[src/rtl/prng_pkg.sv]
// Shared types and constants for the random-byte scheduler slice.
package prng_pkg;

    localparam int unsigned DIV_W = 24;
    localparam int unsigned N_REQ = 2;

    typedef enum logic [1:0] {
        IDLE   = 2'd0,
        STEP   = 2'd1,
        SETTLE = 2'd2,
        GRANT  = 2'd3
    } sched_state_t;

endpackage

[src/rtl/tick_divider.sv]
// Free-running modulo-DIV counter producing a one-cycle tick on its last count.
module tick_divider
    import prng_pkg::*;
#(
    parameter logic [DIV_W-1:0] DIV = 24'd1
) (
    input  logic clk,
    input  logic rst_n,
    input  logic clr,
    output logic tick
);

    localparam logic [DIV_W-1:0] LAST = DIV - DIV_W'(1);

    logic [DIV_W-1:0] cnt;
    logic             at_last;

    assign at_last = (cnt == LAST);

    // Count 0..DIV-1 and wrap; a clear restarts the sequence at 0.
    always_ff @(posedge clk or negedge rst_n) begin
        if (!rst_n) begin
            cnt <= '0;
        end else if (clr || at_last) begin
            cnt <= '0;
        end else begin
            cnt <= cnt + DIV_W'(1);
        end
    end

    // With DIV=1 the counter sits on its last value permanently, so the tick
    // must be suppressed explicitly while held in reset or cleared.
    assign tick = at_last & ~clr & rst_n;

endmodule

[src/rtl/prng_scheduler.sv]
// Step-enable generator for the data/control LFSRs plus a round-robin
// arbiter that forces a fresh LFSR step before handing out each byte.
module prng_scheduler
    import prng_pkg::*;
#(
    parameter logic [DIV_W-1:0] DATA_DIV = 24'd10_000_000,
    parameter logic [DIV_W-1:0] CTRL_DIV = 24'd4
) (
    input  logic             clk,
    input  logic             rst_n,
    input  logic             ena,
    input  logic [N_REQ-1:0] req,
    input  logic [7:0]       mux_byte,
    output logic             step_data,
    output logic             step_ctrl,
    output logic [N_REQ-1:0] gnt,
    output logic [7:0]       rnd_data,
    output logic             busy
);

    sched_state_t state;
    logic         winner;
    logic         last;
    logic         pick;
    logic [7:0]   rnd_q;
    logic         tick_d;
    logic         tick_c;
    logic         force_step;
    logic         grant_ok;

    tick_divider #(.DIV(DATA_DIV)) u_div_data (
        .clk   (clk),
        .rst_n (rst_n),
        .clr   (~ena),
        .tick  (tick_d)
    );

    tick_divider #(.DIV(CTRL_DIV)) u_div_ctrl (
        .clk   (clk),
        .rst_n (rst_n),
        .clr   (~ena),
        .tick  (tick_c)
    );

    // Winner selection: on a tie take the requester not served last.
    always_comb begin
        pick = 1'b0;
        if (req == '1) begin
            pick = ~last;
        end else begin
            pick = req[1];
        end
    end

    // Arbiter FSM; ena low acts as a soft clear but keeps last and rnd_data.
    always_ff @(posedge clk or negedge rst_n) begin
        if (!rst_n) begin
            state  <= IDLE;
            winner <= 1'b0;
            last   <= 1'b1;
            rnd_q  <= '0;
        end else if (!ena) begin
            state <= IDLE;
        end else begin
            case (state)
                IDLE: begin
                    if (|req) begin
                        winner <= pick;
                        state  <= STEP;
                    end
                end
                STEP: begin
                    state <= SETTLE;
                end
                SETTLE: begin
                    rnd_q <= mux_byte;
                    state <= GRANT;
                end
                GRANT: begin
                    last  <= winner;
                    state <= IDLE;
                end
                default: begin
                    state <= IDLE;
                end
            endcase
        end
    end

    assign force_step = ena & (state == STEP);
    assign grant_ok   = ena & (state == GRANT);

    // OR-ing tick and forced step yields one step even when they coincide.
    assign step_data = tick_d | force_step;
    assign step_ctrl = tick_c | force_step;

    // One-hot grant decoded from the registered winner.
    always_comb begin
        gnt         = '0;
        gnt[winner] = grant_ok;
    end

    assign rnd_data = rnd_q;
    assign busy     = (state != IDLE);

endmodule

[config.mk]
export PLATFORM = sky130hd
export DESIGN_NAME = prng_scheduler
export DESIGN_NICKNAME = d
export VERILOG_FILES = /design/src/rtl/prng_pkg.sv /design/src/rtl/tick_divider.sv /design/src/rtl/prng_scheduler.sv
export SDC_FILE = /design/constraint.sdc
export NUM_CORES = 1
export LEC_CHECK = 0
export CORE_AREA = 3 3 81 83
export DETAILED_ROUTE_END_ITERATION = 8
export DIE_AREA = 0 0 84 86
export GPL_ROUTABILITY_DRIVEN = 0
export HOLD_SLACK_MARGIN = 0.02
export PLACE_DENSITY = 0.84
export SLEW_MARGIN = 0
export SYNTH_ARGS = -nofsm -noshare
export SYNTH_HDL_FRONTEND = slang
export SYNTH_SLANG_ARGS = --single-unit
[constraint.sdc]
create_clock -name clk -period 1.8 [get_ports clk]
set_input_delay 0.18 -clock clk [delete_from_list [all_inputs] [get_ports clk]]
set_output_delay 0.18 -clock clk [all_outputs]
set_load 0.1 [all_outputs]
### Word-level counts from Yosys, hierarchy flattened

Index checks and enable logic that the tools add are counted.

| storage, ports and cells | value |
|---|---|
| register bits | 60 |
| input bits | 13 |
| output and inout port bits | 13 |
| logic and storage cells | 45 |

| cells by class | value |
|---|---|
| $add $sub $neg | 2 |
| $lt $le $gt $ge | 2 |
| eq/ne operators | 7 |
| mux-type cells | 8 |
| bitwise logic cells | 11 |
| reduce and logical (&&, ||, !) cells | 9 |

Operators with widths:

| kind | count |
|---|---|
| adder 24 x 1 -> 24 bit (second input constant) | 2 |
| two-way mux 24 bit | 2 |
| equality test 24 x 2 -> 1 bit (second input constant) | 1 |
| equality test 24 bit (second input constant) | 1 |
| case mux 2 bit (4 select lines) | 1 |
| AND 1 bit | 6 |
| equality test 2 bit (second input constant) | 3 |
| two-way mux 2 bit | 2 |
| AND reduction 2 bit | 2 |
| != test 3 bit (second input constant) | 1 |
| AND reduction 3 bit | 1 |
| AND 2 bit | 1 |
| equality test 2 x 1 -> 1 bit (second input constant) | 1 |
| logical NOT 2 bit | 1 |
| logical OR 1 bit | 2 |
| less-than comparator 1 x 2 -> 1 bit (second input constant) | 1 |
| two-way mux 1 bit | 2 |
| NOT 1 bit | 2 |
| OR 1 bit | 2 |
| nonzero test 2 bit | 1 |
| OR reduction 2 bit | 1 |
| demux 1 bit (select 1 bit) | 1 |
| greater-or-equal comparator 1 bit (second input constant) | 1 |
| logical AND 1 bit | 1 |

### Depth between registers and ports, before layout

Gate-level depths: netlist (run 1).

| logic depth | value |
|---|---|
| depth after elaboration | 5 |
| depth in mapped cells | 6 |

### Cells and area by module

A second synthesis (run 1) with hierarchy kept.

| unflattened totals | value |
|---|---|
| cells, all modules | 313 |
| area, all modules | 3095.5 µm² |

Modules (own cells, without submodules):

| module | instances | cells each | area an instance (µm²) | sequential area each (µm²) |
|---|---|---|---|---|
| tick_divider (u_div_data) | 1 | 135 | 1260.0 | 600.6 |
| tick_divider (u_div_ctrl) | 1 | 132 | 1257.5 | 600.6 |
| prng_scheduler | 1 | 46 | 578.1 | 301.5 |

### Worst setup path before layout (run 1)

No wires, ideal clock.

| path | value |
|---|---|
| kind | reg2out |
| start | register u_div_data.cnt[19] |
| end | output port step_data |
| arrival | 2.679 ns |
| data required time | 1.620 ns |
| slack | -1.059 ns |
| stages on the path, launching flop included | 5 |
| path through | dfrtp_1 -> nand2_1 -> or4_1 -> o41a_1 -> nor2b_1 |

| on the way | value |
|---|---|
| cells in the longest elaborated chain, start to end | 4 |

Ends and longest elaborated chain:

| what | line | RTL |
|---|---|---|
| from (decl) | tick_divider.sv:15 | `logic [DIV_W-1:0] cnt;` |
| from (signal assigned) | tick_divider.sv:27 | `cnt <= cnt + DIV_W'(1);` |
| equality test 24 bit | tick_divider.sv:18 | `assign at_last = (cnt == LAST);` |
| AND 1 bit (2 in a row) | tick_divider.sv:33 | `assign tick = at_last & ~clr & rst_n;` |
| OR 1 bit | prng_scheduler.sv:94 | `assign step_data = tick_d \| force_step;` |
| to (decl) | prng_scheduler.sv:14 | `output logic step_data,` |

Every way passes these cells.

### Worst setup path in the final report (run 1)

Same ends and word-level chain as after synthesis.

==> reports/metrics.cfg, run 1 <==
[critical_path]
critPathMaxStageDelay_ns = 0.51
crit_family = simple AND/OR/NAND/NOR gates
critPathMaxFanout = 4
crit_chain = nand2_2 -> or4_4 -> o41a_1 -> nor2b_4 -> buf_12
required_ns = 1.62
critPathLaunch = u_div_data.cnt[19]
slowest_stage = or4_4
critPathCaptureType = output port
reg2reg_from = u_div_data.cnt[8]
cp.arrival_ns = 2.10
cp_num_buf_inv = 1
setup.worst_path.start_class = flip-flop
critical_path_class = reg -> out

[floorplanning]
io_pins = 26
core-area_mm2 = 0.00592
die_w_um = 84
dieArea_mm2 = 0.00722
rows = 28
die_h_um = 86
initial_utilization_pct = 51.4

[detailed_routing]
drtIter0Drc = 472
drt-wirelength-per-cell_um = 23.4
vias = 3318
vias_per_cell = 6.69
totalWireLength_um = 11600
drc = 0
first_pass_iters = 5
antenna_left = 0

[clock_tree]
cts_hold_buf = 0
cts_tree = yes
cts-root-buf = clkbuf_8
clk_latency_ns = 0.36
numCtsBuffers = 9
cts_buffer_depth = 2
htreeDepth = 3
clock_sinks = 60
clk_pin_slew_ns = 0.07

[yosys]
synth.distinct_cells = 45
synthArstFlopShare_pct = 100
netlist.top_cell.by_area = dfrtp_1
yosysWarnings = 0
synth_ff_type = dfrtp_1
syn_nets = 334
synthTopCellsByArea = dfrtp_1 (48%), xnor2_1 (6.0%), nor2_1 (4.6%)
synth_seq_cells = 60
yosysSeqAreaShare_pct = 49.4
syn_inst = 315
synth_edf_count = 0
netlist.area_leader.share_pct = 48.5
netlist_area_mm2 = 0.00304
syn_avg_cell_area_um2 = 9.66

[timing]
drv_slew = 0
worst_pin_slew_ns = 0.749
period_share_pct = 127
fin_crit_ns = 2.28
rsz0062_at_grt = yes
fin_ws_ns = -0.484
hold_slack_ns = 0.00788
hold_viol = 0
fmax_mhz = 438
skew_ns = 0.00813
setup_viol = 44
maxSlewHeadroom_pct = 50.1
fin_setup_tns_ns = -4.75

[pwr]
powerDensity_mw_per_mm2 = 965
ir_drop_v = 0.00124
total_leakage_power_uw = 0.00187

[global_routing]
track_usage_pct = 24.3
grt_max_degree = 61
grt_pass1_vias = 2950
grt_pass1_wl_um = 13900
grt-ovfl-total = 0
antenna_found_initial = 0

[min_path]
hold_path.class = in -> async

[finish]
num-fill-cells = 245
regArea_mm2 = 0.00151
final_nets = 435
diodes = 0
syn2layout_area_growth_pct = 53.3
final_cell_area_mm2 = 0.00467
drive_gt1_share_pct = 46.1
multi_input_area_mm2 = 0.00187

[status]
status = finished with violations
violations = negative setup slack

[run]
maxCapViolations = 0

[placement]
io_buffer_count = 25
dp_hpwl_um = 4990
postPlaceCellArea_mm2 = 0.00379

==> cell type report <==
cell class,count,share of cell area [%]
clock buffers,12,3.54
multi-input cells,232,40.1
well taps,75,2.01
inverters,15,1.29
clock inverters,4,1.50
repair buffers,98,19.2
flip-flops and latches,60,32.4
==> worst register-to-register path, delay by kind of cell, from the launching register on <==
| family | cells | cell delay (ns) |
|---|---|---|
| DFF | 1 | 0.47 |
| and+or+nand+nor | 2 | 0.81 |
| buffers and inverters | 1 | 0.23 |
| AOI/OAI and AO/OA | 2 | 0.49 |
==> where the power goes <==
part / internal, uW / switching, uW
clock: 888 / 566
sequential: 1490 / 98.1
combinational: 402 / 1060
total: 2780 / 1720
==> synth_stat cells, drive strengths merged, types with 2 or more instances <==
master / n
nand2: 18
or3: 13
mux2: 8
nand4: 10
or4: 8
nor2b: 2
clkbuf: 9
and3: 5
and4: 2
nor2: 37
ha: 6
nor4: 12
nor3: 10
a21oi: 18
nand3: 20
inv: 15
xor2: 6
o21ai: 14
xnor2: 21
dfrtp: 59
o31ai: 4
==> registers in the layout (all words and copies together), names as in the netlist <==
name,flops
last,1
rnd_data,8
state,2
winner,1
u_div_ctrl.cnt,24
u_div_data.cnt,24
==> logic make-up after synthesis <==
group / Yosys count / synth area share, %
adders and majority gates: 6 / 2.47
muxes: 9 / 3.29
and+or+nand+nor: 145 / 25.6
DFF: 60 / 49.4
xor gates and xnor gates: 27 / 7.77
AOI/OAI and AO/OA: 43 / 8.38
buffers and inverters: 25 / 3.12
==> final timing paths <==
path                                       to  slack [ns]  cells after the start
min reg2reg                 u_div_ctrl.cnt[0]        0.50                      1
max                                 step_data       -0.48                      5
min                        u_div_data.cnt[15]       0.008                      2
min in group clk                  rnd_data[3]        0.44                      2
max reg2reg                u_div_data.cnt[23]       -0.32                      5
max in group asynchronous   u_div_ctrl.cnt[4]        1.25                      2
==> layout by cell type, fill, tap and decap left out, drive strengths merged, types with 4 or more instances in the layout <==
| cell | netlist | layout |
|---|---|---|
| buf | 1 | 85 |
| dfrtp | 59 | 59 |
| nor2 | 37 | 37 |
| xnor2 | 21 | 21 |
| nand3 | 20 | 20 |
| nand2 | 18 | 18 |
| a21oi | 18 | 18 |
| inv | 15 | 14 |
| clkbuf | 9 | 14 |
| o21ai | 14 | 14 |
| or3 | 13 | 13 |
| nor4 | 12 | 12 |
| clkdlybuf4s50 | 0 | 11 |
| nand4 | 10 | 10 |
| or4 | 8 | 10 |
| nor3 | 10 | 10 |
| mux2 | 8 | 8 |
| xor2 | 6 | 6 |
| ha | 6 | 6 |
| and3 | 5 | 5 |
| o31ai | 4 | 4 |
==> per-layer routing <==
layer / routed length [um] / vias to the layer above / GRT usage [%] / part of all wire (%)
li1: - / 1334 / - / -
met1: 4200 / 1559 / 30.5 / 36
met2: 5440 / 320 / 39.4 / 47
met3: 1230 / 105 / 5.38 / 11
met4: 747 / 0 / 13.2 / 6.4
met5: 0 / - / 0 / 0
==> stage by stage <==
step                      power [uW]  worst slack [ns]  instances  utilization (%)
after floorplan                 2590            -0.203        315                -
after CTS                       4380            -0.390        472             69.9
after global placement          2920           -0.0135        452             64.1
after detailed placement        2960           -0.0915        452             64.1
after global routing            4630            -0.538        496             78.8
final                           4500            -0.484        496             78.8
==> what timing repair did <==
item | in CTS | in global routing
setup buffers | 4 | 23
gates cloned | 0 | 4
resized for setup | 17 | 80
endpoints found under the setup margin | 12 | 36
pin swaps | 8 | 27
No activity file was read; power rests on OpenSTA's default activity.
==> run 2, diff against run 1 <==
Settings changed: CORE_AREA 3 3 81 83 to 3 3 82 84, DIE_AREA 0 0 84 86 to 0 0 85 87, PLACE_DENSITY 0.84 to 0.83, SYNTH_HIERARCHICAL from default to 1.
==> run 2 against run 1 <==
Against the previous run: the flow still finishes with violations (negative setup slack); sequential power hardly changed; maximum frequency decreased by 4.8%; critical path depth is 1 higher; final area decreased by 5.9%.
==> reports/metrics.cfg, run 2 <==
[pwr]
internal_power_uw = 2330  ; -16%
p_sw_share_pct = 40.1  ; +1.9 points
power_frac_clock_pct = 25.6  ; -6.7 points
pwr-share-seq_pct = 40.0  ; +4.8 points
ir_drop_v = 0.000892  ; -28%
combPwrFrac_pct = 34.4  ; +1.9 points
powerDensity_mw_per_mm2 = 887  ; -8.0%
power_switching_uw = 1560  ; -9.3%
total_leakage_power_uw = 0.00190  ; +1.4%

[critical_path]
slowest_stage = or4_4
crit_family = simple AND/OR/NAND/NOR gates
setup.worst_path.start_class = flip-flop
cp.arrival_ns = 2.22  ; +0.12 ns
crit_chain = nor4bb_2 -> nand4_1 -> or4_4 -> nor3b_2 -> a21o_4 -> buf_12
cp_num_buf_inv = 1  ; unchanged
critPathCaptureType = output port
required_ns = 1.62  ; about the same
critPathMaxFanout = 2  ; -2
critical_path_class = reg -> out
critPathMaxStageDelay_ns = 0.46  ; -0.05 ns

[timing]
rsz0062_at_grt = yes
worst_pin_slew_ns = 0.554  ; -0.195 ns
hold_viol = 0  ; unchanged
maxSlewHeadroom_pct = 63.1  ; +13 points
fmax_mhz = 417  ; -4.8%
skew_ns = 0.00430  ; -0.00383 ns
fin_crit_ns = 2.40  ; +0.116 ns
fin_ws_ns = -0.600  ; -0.116 ns
drv_slew = 0  ; unchanged
setup_viol = 32  ; -27%
period_share_pct = 133  ; +6.4 points

[detailed_routing]
vias_per_cell = 5.87  ; -12%
drc = 0  ; unchanged
first_pass_iters = 4  ; -1
vias = 2908  ; -12%
drtIter0Drc = 218  ; -54%
drt-wirelength-per-cell_um = 17.6  ; -25%
antenna_left = 0  ; unchanged
totalWireLength_um = 8710  ; -25%

[placement]
postPlaceCellArea_mm2 = 0.00394  ; +3.8%
dp.cells = 468  ; +3.5%
dp_hpwl_um = 5330  ; +6.7%
io_buffer_count = 25  ; unchanged

[finish]
multi_input_area_mm2 = 0.00171  ; -8.3%
most-common-layout-cells = buf_4 (78), dfrtp_1 (59), nor2_1 (26)
final_common_cell = buf_4
final_nets = 435  ; unchanged
diodes = 0  ; unchanged
num-fill-cells = 410  ; +67%
final_cell_area_mm2 = 0.00439  ; -5.9%
stdcell_count = 495  ; -0.20%
regArea_mm2 = 0.00150  ; -0.50%
syn2layout_area_growth_pct = 41.8
drive_gt1_share_pct = 39.8  ; -6.3 points

[global_routing]
grt_max_degree = 44  ; -28%
grt-ovfl-total = 0  ; unchanged
grt_pass1_wl_um = 13100  ; -6.2%
grtUsageMet1_pct = 26.7  ; -3.9 points
met3_usage_pct = 5.11  ; -0.27 points
track_usage_pct = 22.5  ; -1.8 points
grt_use_met2_pct = 38.9  ; -0.49 points
antenna_found_initial = 0  ; unchanged
top_usage_layer = met2
grt_pass1_vias = 2926  ; -0.81%

[clock_tree]
clock_sinks = 60  ; unchanged
numCtsBuffers = 9  ; unchanged
clk_pin_slew_ns = 0.06  ; about the same
htreeDepth = 3  ; unchanged
cts_tree = yes
clk_latency_ns = 0.34  ; -0.02 ns
cts_buffer_depth = 2  ; unchanged
cts-root-buf = clkbuf_8

[floorplanning]
die_w_um = 85  ; +1.2%
rows = 28  ; unchanged
initial_utilization_pct = 51.7  ; +0.25 points
io_pins = 26  ; unchanged
dieArea_mm2 = 0.00740  ; +2.4%
die_h_um = 87  ; +1.2%
core-area_mm2 = 0.00599  ; +1.2%

[status]
status = finished with violations
violations = negative setup slack

[yosys]
syn_inst = 313  ; -0.63%
synthArstFlopShare_pct = 100  ; unchanged
synth_ff_type = dfrtp_1
synth_seq_cells = 60  ; unchanged
netlist.area_leader.share_pct = 47.7  ; -0.80 points
synth_edf_count = 0  ; unchanged
synthTopCellsByArea = dfrtp_1 (48%), xnor2_1 (4.0%), nor2_1 (3.9%)
yosys-top-cells-count = dfrtp_1 (59), nor2_1 (32), a21oi_1 (18), nand2_1 (18), nand3_1 (18)
netlist_area_mm2 = 0.00310  ; +1.7%
netlist.top_cell.by_area = dfrtp_1
yosysWarnings = 6  ; +6
syn_nets = 332  ; -0.60%
syn_avg_cell_area_um2 = 9.89  ; +2.3%
synth.distinct_cells = 45  ; unchanged
synth.most_common_cell = dfrtp_1
yosysSeqAreaShare_pct = 48.5  ; -0.82 points

[run]
maxCapViolations = 0  ; unchanged

[min_path]
hold_path.class = in -> async

==> run 2: per-layer routing <==
layer	routed length, um	share of wire [%]
met5	0	0
met4	222	2.6
met3	347	4.0
met2	4560	52
met1	3580	41
==> run 2: logic make-up after synthesis <==
family,Yosys count,share of synthesized area [%]
and+or+nand+nor,144,26.8
DFF,60,48.5
AOI/OAI and AO/OA,43,8.21
xor gates and xnor gates,26,7.36
buffers and inverters,24,3.11
muxes,10,3.56
adders and majority gates,6,2.43
==> run 2: area by class of cell <==
cell class                 count  area share [%]
tap                           75            2.14
sequential                    60            34.2
multi-input combinational    230            39.1
inverter                      12            1.03
clock buffer                  12            3.08
clock inverter                 3           0.342
timing repair buffer         103            20.1
==> run 2: final timing paths <==
check	start	to	slack, ns	cells after the start
setup / recovery	u_div_data/cnt[11]	step_data	-0.60	6
hold / removal	rst_n	winner	0.44	3
setup reg to reg	u_div_ctrl/cnt[9]	u_div_ctrl/cnt[21]	-0.09	8
hold reg to reg	rnd_data[5]	rnd_data[5]	0.51	1
max in group asynchronous	rst_n	u_div_data/cnt[23]	0.85	3
min in group clk	mux_byte[4]	rnd_data[4]	0.45	2
==> run 2: per-stage QoR <==
stage	utilization [%]	power [uW]	setup WS, ns	hold WS (ns)	TNS (ns)
6_report	73.3	3890	-0.600	0.438	-2.85
5_1_grt	73.3	4050	-0.626	0.451	-4.25
4_1_cts	69.1	3900	-0.547	0.419	-0.957
3_5_place_dp	65.7	2900	-0.200	0.191	-0.869
3_3_place_gp	65.7	2880	-0.184	0.188	-0.366
2_1_floorplan	-	2540	-0.216	-0.116	-0.740
==> run 2: power by group through the flow <==
stage          combinational (uW)  clock (uW)  sequential (uW)
3_5_place_dp                 1320           0             1580
5_1_grt                      1390        1080             1580
6_report                     1340         997             1560
4_1_cts                      1320        1010             1560
2_1_floorplan                 298           0             2240
3_3_place_gp                 1300           0             1580
==> run 2: repair_timing <==
item	4_1_cts	5_1_grt
pin swaps	4	14
gates resized for setup	11	50
hold endpoints to repair	59	0
setup buffers	0	10
cloned	0	2
setup endpoints to repair	13	25
hold buffers	1	0
==> run 2: worst reg2reg max path, delay by kind of cell (launching register included) <==
family	cells	cell delay, ns
buffers and inverters	4	0.51
AO/OA/AOI/OAI	2	0.27
flip-flops	1	0.37
AND/OR/NAND/NOR	2	0.61
